$ cat config.mk
export PLATFORM = sky130hd
export DESIGN_NAME = tx_data_buffer
export DESIGN_NICKNAME = d
export VERILOG_FILES = /design/src/rtl/usb_pkg.sv /design/src/rtl/fifo_mem.sv /design/src/rtl/tx_data_buffer.sv
export SDC_FILE = /design/constraint.sdc
export NUM_CORES = 1
export LEC_CHECK = 0
export ABC_AREA = 0
export BUFFER_PORTS_ARGS = -buffer_cell sky130_fd_sc_hd__buf_2
export CAP_MARGIN = 0
export CORE_MARGIN = 3
export CORE_UTILIZATION = 40
export CTS_CLUSTER_SIZE = 8
export DETAILED_ROUTE_END_ITERATION = 10
export PLACE_DENSITY = 0.64
export SYNTH_ARGS = -nofsm -noshare
export SYNTH_HDL_FRONTEND = slang
export SYNTH_SLANG_ARGS = --single-unit
export TNS_END_PERCENT = 100
$ cat constraint.sdc
create_clock -name clk -period 5 [get_ports clk]
set_input_delay 0.25 -clock clk [delete_from_list [all_inputs] [get_ports clk]]
set_output_delay 0.25 -clock clk [all_outputs]
set_load 0.1 [all_outputs]
$ cat src/rtl/usb_pkg.sv
// rtl/usb_pkg.sv - shared USB device constants, widths and encodings
package usb_pkg;
    localparam int USB_DEPTH  = 64;
    localparam int USB_SIZE_W = 7;

    // Pointer width for a power-of-two byte depth; never narrower than one bit
    function automatic int ptr_width(input int depth);
        return (depth > 1) ? $clog2(depth) : 1;
    endfunction

    localparam int USB_PTR_W = ptr_width(USB_DEPTH);

    typedef enum logic [3:0] {
        PID_OUT   = 4'b0001,
        PID_IN    = 4'b1001,
        PID_SOF   = 4'b0101,
        PID_SETUP = 4'b1101,
        PID_DATA0 = 4'b0011,
        PID_DATA1 = 4'b1011,
        PID_ACK   = 4'b0010,
        PID_NAK   = 4'b1010,
        PID_STALL = 4'b1110
    } pid_t;

    typedef enum logic [2:0] {
        TX_PKT_NONE,
        TX_PKT_DATA0,
        TX_PKT_DATA1,
        TX_PKT_ACK,
        TX_PKT_NAK,
        TX_PKT_STALL
    } tx_packet_t;
endpackage

$ cat src/rtl/fifo_mem.sv
// rtl/fifo_mem.sv - byte register file, synchronous write, asynchronous read
module fifo_mem #(
    parameter int DEPTH = 64,
    parameter int AW    = 6
) (
    input  logic          clk,
    input  logic          we,
    input  logic [AW-1:0] waddr,
    input  logic [7:0]    wdata,
    input  logic [AW-1:0] raddr,
    output logic [7:0]    rdata
);
    logic [7:0] mem [DEPTH];

    always_ff @(posedge clk) begin
        if (we) begin
            mem[waddr] <= wdata;
        end
    end

    assign rdata = mem[raddr];
endmodule

$ cat src/rtl/tx_data_buffer.sv
// rtl/tx_data_buffer.sv - transmit byte FIFO between the AHB-Lite slave and usb_tx
module tx_data_buffer
    import usb_pkg::*;
#(
    parameter int DEPTH = USB_DEPTH
) (
    input  logic                  clk,
    input  logic                  rst,
    input  logic                  store_tx_data,
    input  logic [7:0]            tx_data_in,
    input  logic                  get_tx_packet_data,
    output logic [7:0]            tx_packet_data,
    output logic [USB_SIZE_W-1:0] tx_packet_size,
    input  logic                  flush,
    output logic                  full,
    output logic                  empty,
    output logic                  overflow
);
    localparam int PTR_W = ptr_width(DEPTH);

    logic [PTR_W-1:0]      wr_ptr_q, wr_ptr_d;
    logic [PTR_W-1:0]      rd_ptr_q, rd_ptr_d;
    logic [USB_SIZE_W-1:0] count_q, count_d;
    logic                  overflow_q, overflow_d;
    logic                  do_rd, do_wr, mem_we;
    logic [7:0]            mem_rdata;

    function automatic logic [PTR_W-1:0] ptr_inc(input logic [PTR_W-1:0] p);
        return (p == PTR_W'(DEPTH - 1)) ? '0 : p + PTR_W'(1);
    endfunction

    assign full  = (count_q == USB_SIZE_W'(DEPTH));
    assign empty = (count_q == '0);

    // A read frees a slot in the same edge, so a write while full still lands when paired with a read
    assign do_rd = get_tx_packet_data & ~empty;
    assign do_wr = store_tx_data & (~full | do_rd);

    always_comb begin
        wr_ptr_d   = wr_ptr_q;
        rd_ptr_d   = rd_ptr_q;
        count_d    = count_q;
        overflow_d = overflow_q;
        mem_we     = 1'b0;
        if (flush) begin
            wr_ptr_d   = '0;
            rd_ptr_d   = '0;
            count_d    = '0;
            overflow_d = 1'b0;
        end else begin
            mem_we = do_wr;
            if (do_wr) begin
                wr_ptr_d = ptr_inc(wr_ptr_q);
            end
            if (do_rd) begin
                rd_ptr_d = ptr_inc(rd_ptr_q);
            end
            count_d = count_q + USB_SIZE_W'(do_wr) - USB_SIZE_W'(do_rd);
            if (store_tx_data & ~do_wr) begin
                overflow_d = 1'b1;
            end
        end
    end

    always_ff @(posedge clk or posedge rst) begin
        if (rst) begin
            wr_ptr_q   <= '0;
            rd_ptr_q   <= '0;
            count_q    <= '0;
            overflow_q <= 1'b0;
        end else begin
            wr_ptr_q   <= wr_ptr_d;
            rd_ptr_q   <= rd_ptr_d;
            count_q    <= count_d;
            overflow_q <= overflow_d;
        end
    end

    fifo_mem #(
        .DEPTH (DEPTH),
        .AW    (PTR_W)
    ) u_fifo_mem (
        .clk   (clk),
        .we    (mem_we),
        .waddr (wr_ptr_q),
        .wdata (tx_data_in),
        .raddr (rd_ptr_q),
        .rdata (mem_rdata)
    );

    assign tx_packet_data = empty ? 8'h00 : mem_rdata;
    assign tx_packet_size = count_q;
    assign overflow       = overflow_q;
endmodule

==> key figures, run 1 <==
Logic synthesis
  • Synth area leaders: edfxtp_1 (72%), mux2i_1 (7.8%), mux4_2 (4.6%), a22oi_1 (2.6%), dfrtp_1 (2.3%)
  • Syn Nets: 1240
  • Post-synthesis compound-gate area fraction: 4.865%
  • Post-synth ARST share: 3.759%
  • Synth warnings: 0
  • Count leader, synth: edfxtp_1
  • Post-synthesis cell area: 21320 µm²
  • Synth top area share: 72.11%
  • Synthesized flop and latch total: 532
  • Post-synth EDFFs: 512
  • Post-synth cell types: 48
  • Top cells by count, synth: edfxtp_1 (512), mux2i_1 (166), nor2_1 (86), a22oi_1 (73), a21oi_1 (45)
  • Mean Syn Cell Area: 17.53 µm²
  • Xor and xnor area share after synthesis: 0.3697%
  • Combinational family with the most area after synthesis: multiplexers
  • Multiplexer area fraction after synthesis: 13.30%
  • Cells after synthesis: 1216
  • Simple-gate portion of the synthesized area: 4.366%
  • Largest area contributor in the netlist: edfxtp_1
  • Top FF cell, synth: edfxtp_1
  • Sequential area share after synthesis: 74.46%
  • Post-synthesis adder-cell area fraction: 0.6808%

Drt
  • Final wirelength: 47.55 mm
  • DR vias: 11010
  • DR pass1 iterations: 5
  • Vias per Instance: 5.586
  • DRC Markers: 0
  • DRT antenna net count: 0
  • WL/cell: 24.12 µm
  • DRT iter0 DRCs: 1102

Power and ir drop
  • Pint: 8315 µW
  • Clk pwr share: 40.4%
  • Sequential Power Share: 44.5%
  • LEAKAGE: 0.007519 µW
  • Worst ir drop on vdd: 0.0003423 V
  • Net Sw Frac: 26.03%
  • PD cells: 463.6 nW/µm²
  • Logic gate share of total power: 15.1%
  • Psw: 2926 µW
  • Tot Pwr: 11240 µW

STA
  • RSZ-0062 raised after global routing: no
  • Worst slew pin tran: 1.211 ns
  • Setup Skew: 0.01668 ns
  • Max Fclk: 0.2554 GHz
  • Hold Fails Final Rpt: 0
  • Setup violators final: 0
  • Minimum clock period: 3.915 ns
  • Final Cycle Share: 78.31%
  • Worst slew margin: 19.30%
  • Pins Over Slew Limit: 0
  • Setup TNS: 0 ns

Global route
  • Met3 usage: 3.611%
  • Grt met1 use: 22.28%
  • Number of global-route vias before repair: 11230
  • GRT Overall Usage: 16.96%
  • GR Util met2: 28.12%
  • Initial antenna violation count: 1
  • Grt ovf: 0
  • First-pass GRT wire length: 71.42 mm
  • Largest net degree at the start of global routing: 65
  • Busiest grt layer: met2

Worst setup path
  • CP arrival: 3.67 ns
  • Worst Path Required: 4.75 ns
  • CP Max Fanout: 40
  • Slowest CP cell: dfrtp_4
  • Setup crit end kind: output pin
  • Most frequent CP cell: o22ai_1
  • Critical Path Source Type: register
  • Critical path class: register to output pin
  • CP max stage delay: 0.86 ns
  • Worst path cell trace: buf_4 > mux2i_1 > a22oi_1 > nand2_1 > o22ai_1 > o22ai_1 > a21oi_1 > buf_2

Floorplanning
  • # rows: 83
  • Die area: 56110 µm²
  • Die height: 236.9 µm
  • Die width: 236.9 µm
  • Core area: 52030 µm²
  • Initial Utilization: 40.98%
  • IO Pins: 31

CTS
  • CTS tree: yes
  • Cts bufs inserted: 76
  • Clk sink count: 532
  • Clock Tree Root: clkbuf_16
  • Clk Latency, worst-skew pair: 0.58 ns
  • CTS clk-pin slew, worst paths: 0.05 ns
  • Maximum root-to-sink buffer count: 3
  • H-tree Lvls: 3

Worst hold path
  • Hold Path Class: primary input to register

Placement
  • Gp weighted congestion: 0.8324
  • I/O Buffers: 30
  • Detail Placement HPWL: 28.40 mm

Layout
  • Area delta synth->final: 13.74%
  • Layout cells sized above 1: 14.56%
  • Inserted Diodes: 0
  • Final nets: 1298

Status
  • Status: completed

Job
  • Max Cap Violations: 0
## state kept, by name, indices dropped and copies added (netlist names)
signal          count
rd_ptr_q            6
overflow            1
u_fifo_mem.mem    512
tx_packet_size      7
wr_ptr_q            6
## layout by cell type (no fill, tap or decap), types with 3 or more instances in the layout
cell type	n
or2_2	3
nand4_1	8
inv_1	9
nand2_1	42
clkbuf_16	81
buf_4	18
and3_1	3
mux4_1	7
a21oi_1	45
dfrtp_1	17
edfxtp_1	512
ha_1	10
xor2_1	5
o21ai_0	18
buf_2	30
a22oi_1	73
nor2b_1	4
buf_12	3
xnor2_1	4
and2_1	4
or3_1	5
nand3b_1	3
nor2_1	85
clkbuf_1	13
o22ai_1	13
nand2b_1	5
mux4_2	44
nand3_1	32
mux2i_1	166
## repair_timing
action / 4_1_cts / 5_1_grt
endpoints found under the setup margin: 0 / 0
gates resized for setup: 0 / 0
hold buffers: 2 / 0
endpoints found under the hold margin: 21 / 0
buffers inserted: 0 / 0
## stage by stage
step | util, % | instances | setup slack [ns] | instance area (µm²) | hold slack, ns
finish | 46.61 | 1971 | 1.085 | 24250 | 0.09786
global placement | 42.57 | 1874 | 1.502 | 22150 | 0.4465
floorplan | - | 1216 | 1.342 | 21320 | 0.2138
detailed placement | 42.57 | 1874 | 1.371 | 22150 | 0.4574
CTS | 46.61 | 1971 | 1.061 | 24250 | 0.06409
global route | 46.61 | 1971 | 0.9267 | 24250 | 0.1045
## worst max-delay path, delay by kind of cell, from the launching register on
family	cells	cell delay, ns
compound gates	4	1.08
buf+inv	2	0.89
flops	1	0.86
mux	1	0.13
simple gates	1	0.11
## power by group through the flow
stage	clock [µW]	combinational [µW]	sequential, µW
2_1_floorplan	0	1190	5200
3_3_place_gp	0	1700	5080
3_5_place_dp	0	1710	5090
4_1_cts	4610	1720	5000
5_1_grt	4810	1800	5010
6_report	4540	1700	5000
## worst paths after layout
kind	startpoint	endpoint	slack (ns)	cells after the start
setup / recovery	rd_ptr_q[2]	tx_packet_data[3]	1.08	8
hold / removal	get_tx_packet_data	overflow	0.1	4
setup reg to reg	tx_packet_size[2]	tx_packet_size[6]	1.34	14
hold reg to reg	overflow	overflow	0.51	2
max in group asynchronous	rst	rd_ptr_q[1]	4.01	3
min in group asynchronous	rst	tx_packet_size[2]	0.38	3
## kinds of logic (layout without fill, tap and decap cells)
family,after synthesis,after routing
DFF,532,532
muxes,217,217
and+or+nand+nor,204,204
AOI/OAI and AO/OA,161,161
buffers and inverters,82,157
adders and majority gates,11,11
xor gates and xnor gates,9,9
## layer usage
metal | routed length [µm] | vias up
met1 | 20010 | 5641
met3 | 2501 | 102
li1 | - | 4933
met2 | 23620 | 332
met4 | 1403 | 2
met5 | 13 | -
## area by class of cell
class                           instances  area [µm²]
Clock buffer                           94        2076
Clock inverter                          1       5.005
Fill cell                            4325       27780
Inverter                                9       33.78
Multi-Input combinational cell        602        5036
Sequential cell                       532       15880
Tap cell                              680       850.8
Timing Repair Buffer                   53       365.4
No activity file was read; power rests on OpenSTA's default activity.
==> run 2: changes to the inputs <==
==> constraint.sdc (replaced) <==
create_clock -name clk -period 4 [get_ports clk]
set_input_delay 0.2 -clock clk [delete_from_list [all_inputs] [get_ports clk]]
set_output_delay 0.2 -clock clk [all_outputs]
set_load 0.1 [all_outputs]
==> run 2 against run 1 <==
Net effect:
- clock skew fell by 0.0038 ns
- count of clock-buffer cells in the layout fell by 3
- power is 26% higher
- combinational power grew 30%
- critical path type unchanged
- largest power group unchanged
==> key figures, run 2 (synthesis results as in run 1) <==
Layout
  • Layout cells sized above 1: 17.05%
  • Most common cell after layout, fill and taps aside: edfxtp_1
  • Register area: 15880 µm²
  • # fillers: 4335
  • Most frequent cells in the layout: edfxtp_1 (512), mux2i_1 (166), nor2_1 (85)
  • Area delta synth->final: 15.43%
  • Final nets: 1336
  • Inserted Diodes: 0
  • Largest Register: u_fifo_mem.mem
  • Max reg flops: 512
  • Multi-input gate area: 5036 µm²
  • Final Util: 47.30%

Drt
  • Vias per Instance: 5.587
  • DR vias: 11236
  • DRC Markers: 0
  • DRT iter0 DRCs: 1105
  • DR pass1 iterations: 5
  • WL/cell: 24.11 µm
  • DRT antenna net count: 0
  • Final wirelength: 48.48 mm

Worst setup path
  • R2r setup slk: 0.51 ns
  • CP arrival: 3.60 ns
  • CP max stage delay: 0.76 ns
  • Most frequent CP cell: a21oi_1
  • Buf/Inv on CP: 2
  • Worst path cell trace: nor2b_2 > buf_12 > a21oi_1 > nand3_1 > nand4_1 > o21ai_0 > a21oi_1 > buf_2
  • Critical Path Source Type: register
  • Critical path class: register to output pin
  • Slowest CP cell: dfrtp_1
  • Delay-heaviest family, CP: simple AND/OR/NAND/NOR gates
  • Setup crit end kind: output pin
  • Worst Path Required: 3.80 ns
  • CP Max Fanout: 23

Power and ir drop
  • PD cells: 574.9 nW/µm²
  • Worst ir drop on vdd: 0.0004805 V
  • LEAKAGE: 0.007736 µW

Status
  • Status: completed

STA
  • RSZ-0062 raised after global routing: no
  • Worst slew pin tran: 0.9225 ns
  • Hold Fails Final Rpt: 0
  • Setup violators final: 0
  • Final Cycle Share: 95.02%
  • Max Fclk: 0.2631 GHz
  • Worst slew margin: 38.28%
  • Pins Over Slew Limit: 0
  • Setup Skew: 0.01289 ns
  • Minimum clock period: 3.801 ns
  • Setup TNS: 0 ns

CTS
  • CTS tree: yes
  • Clk sink count: 532
  • H-tree Lvls: 3
  • Cts bufs inserted: 76
  • Clock Tree Root: clkbuf_16
  • CTS clk-pin slew, worst paths: 0.05 ns
  • Maximum root-to-sink buffer count: 3
  • Clk Latency, worst-skew pair: 0.59 ns
  • Post-CTS sizing: 0

Worst hold path
  • Hold Path Class: primary input to register

Floorplanning
  • # rows: 83
  • IO Pins: 31
  • Die area: 56110 µm²
  • Core area: 52030 µm²
  • Die height: 236.9 µm
  • Die width: 236.9 µm
  • Initial Utilization: 40.98%

Global route
  • Grt ovf: 0
  • GRT Overall Usage: 17.28%
  • First-pass GRT wire length: 72.81 mm
  • Largest net degree at the start of global routing: 65
  • Number of global-route vias before repair: 11504
  • Initial antenna violation count: 0

Placement
  • Detail Placement HPWL: 29.75 mm
  • I/O Buffers: 30
  • Gp weighted congestion: 0.8258

Job
  • Max Cap Violations: 0
==> run 2: changes by cell type in the layout (fill, tap and decap cells not counted), sizes merged <==
cell / change
inv: +4
bufinv: +1
buf: +37
dlygate4sd3: +1
clkbuf: -3
==> run 2: through the flow <==
stage,std cells,power [µW],hold WS [ns],area [µm²],setup WS (ns)
3_3_place_gp,1911,8571,0.3995,22500,0.5698
5_1_grt,2011,14630,0.04779,24610,0.1118
3_5_place_dp,1911,8583,0.4215,22500,0.5196
2_1_floorplan,1216,7983,0.1638,21320,0.3423
4_1_cts,2011,14280,0.005075,24610,0.2228
6_report,2011,14150,0.04144,24610,0.1991
==> run 2: metal layers <==
| metal | GRT usage, % | part of all wire [%] | up-vias |
|---|---|---|---|
| li1 | - | - | 4988 |
| met1 | 22.82 | 41 | 5746 |
| met2 | 28.12 | 50 | 401 |
| met3 | 3.587 | 5.9 | 101 |
| met4 | 6.817 | 3.2 | 0 |
| met5 | 0 | 0 | - |
==> run 2: area by class of cell <==
type / count / area share, %
tap: 680 / 3.457
inverter: 9 / 0.1373
sequential: 532 / 64.54
timing repair buffer: 91 / 2.939
multi-input combinational: 602 / 20.46
clock inverter: 6 / 0.3305
clock buffer: 91 / 8.130
==> run 2: path summary, 6_finish.rpt <==
kind	from	endpoint	cells past startpoint
setup / recovery	rd_ptr_q[3]	tx_packet_data[7]	8
hold / removal	get_tx_packet_data	rd_ptr_q[1]	4
setup reg to reg	tx_packet_size[2]	tx_packet_size[6]	15
hold reg to reg	tx_packet_size[5]	tx_packet_size[6]	3
max in group asynchronous	rst	rd_ptr_q[2]	3
min in group asynchronous	rst	rd_ptr_q[3]	3
==> run 2: where the power goes <==
group | leakage (µW) | switching [µW] | total (µW) | internal [µW]
sequential | 0.00487 | 90.4 | 6260 | 6170
clock | 0.00102 | 2150 | 5680 | 3530
combinational | 0.00185 | 1480 | 2210 | 727
total | 0.00774 | 3720 | 14100 | 10400
==> run 2: worst reg2reg max path: cells and delay by family (launching register included) <==
| family | cells | cell delay, ns |
|---|---|---|
| buf+inv | 1 | 0.09 |
| flops | 1 | 0.40 |
| compound gates | 5 | 0.64 |
| simple gates | 6 | 1.51 |
| fa+ha+maj | 3 | 0.79 |
==> run 2: what timing repair did <==
| item | in CTS | in global routing |
|---|---|---|
| endpoints found under the hold margin | 21 | 0 |
| setup buffers | 0 | 0 |
| hold buffers | 3 | 0 |
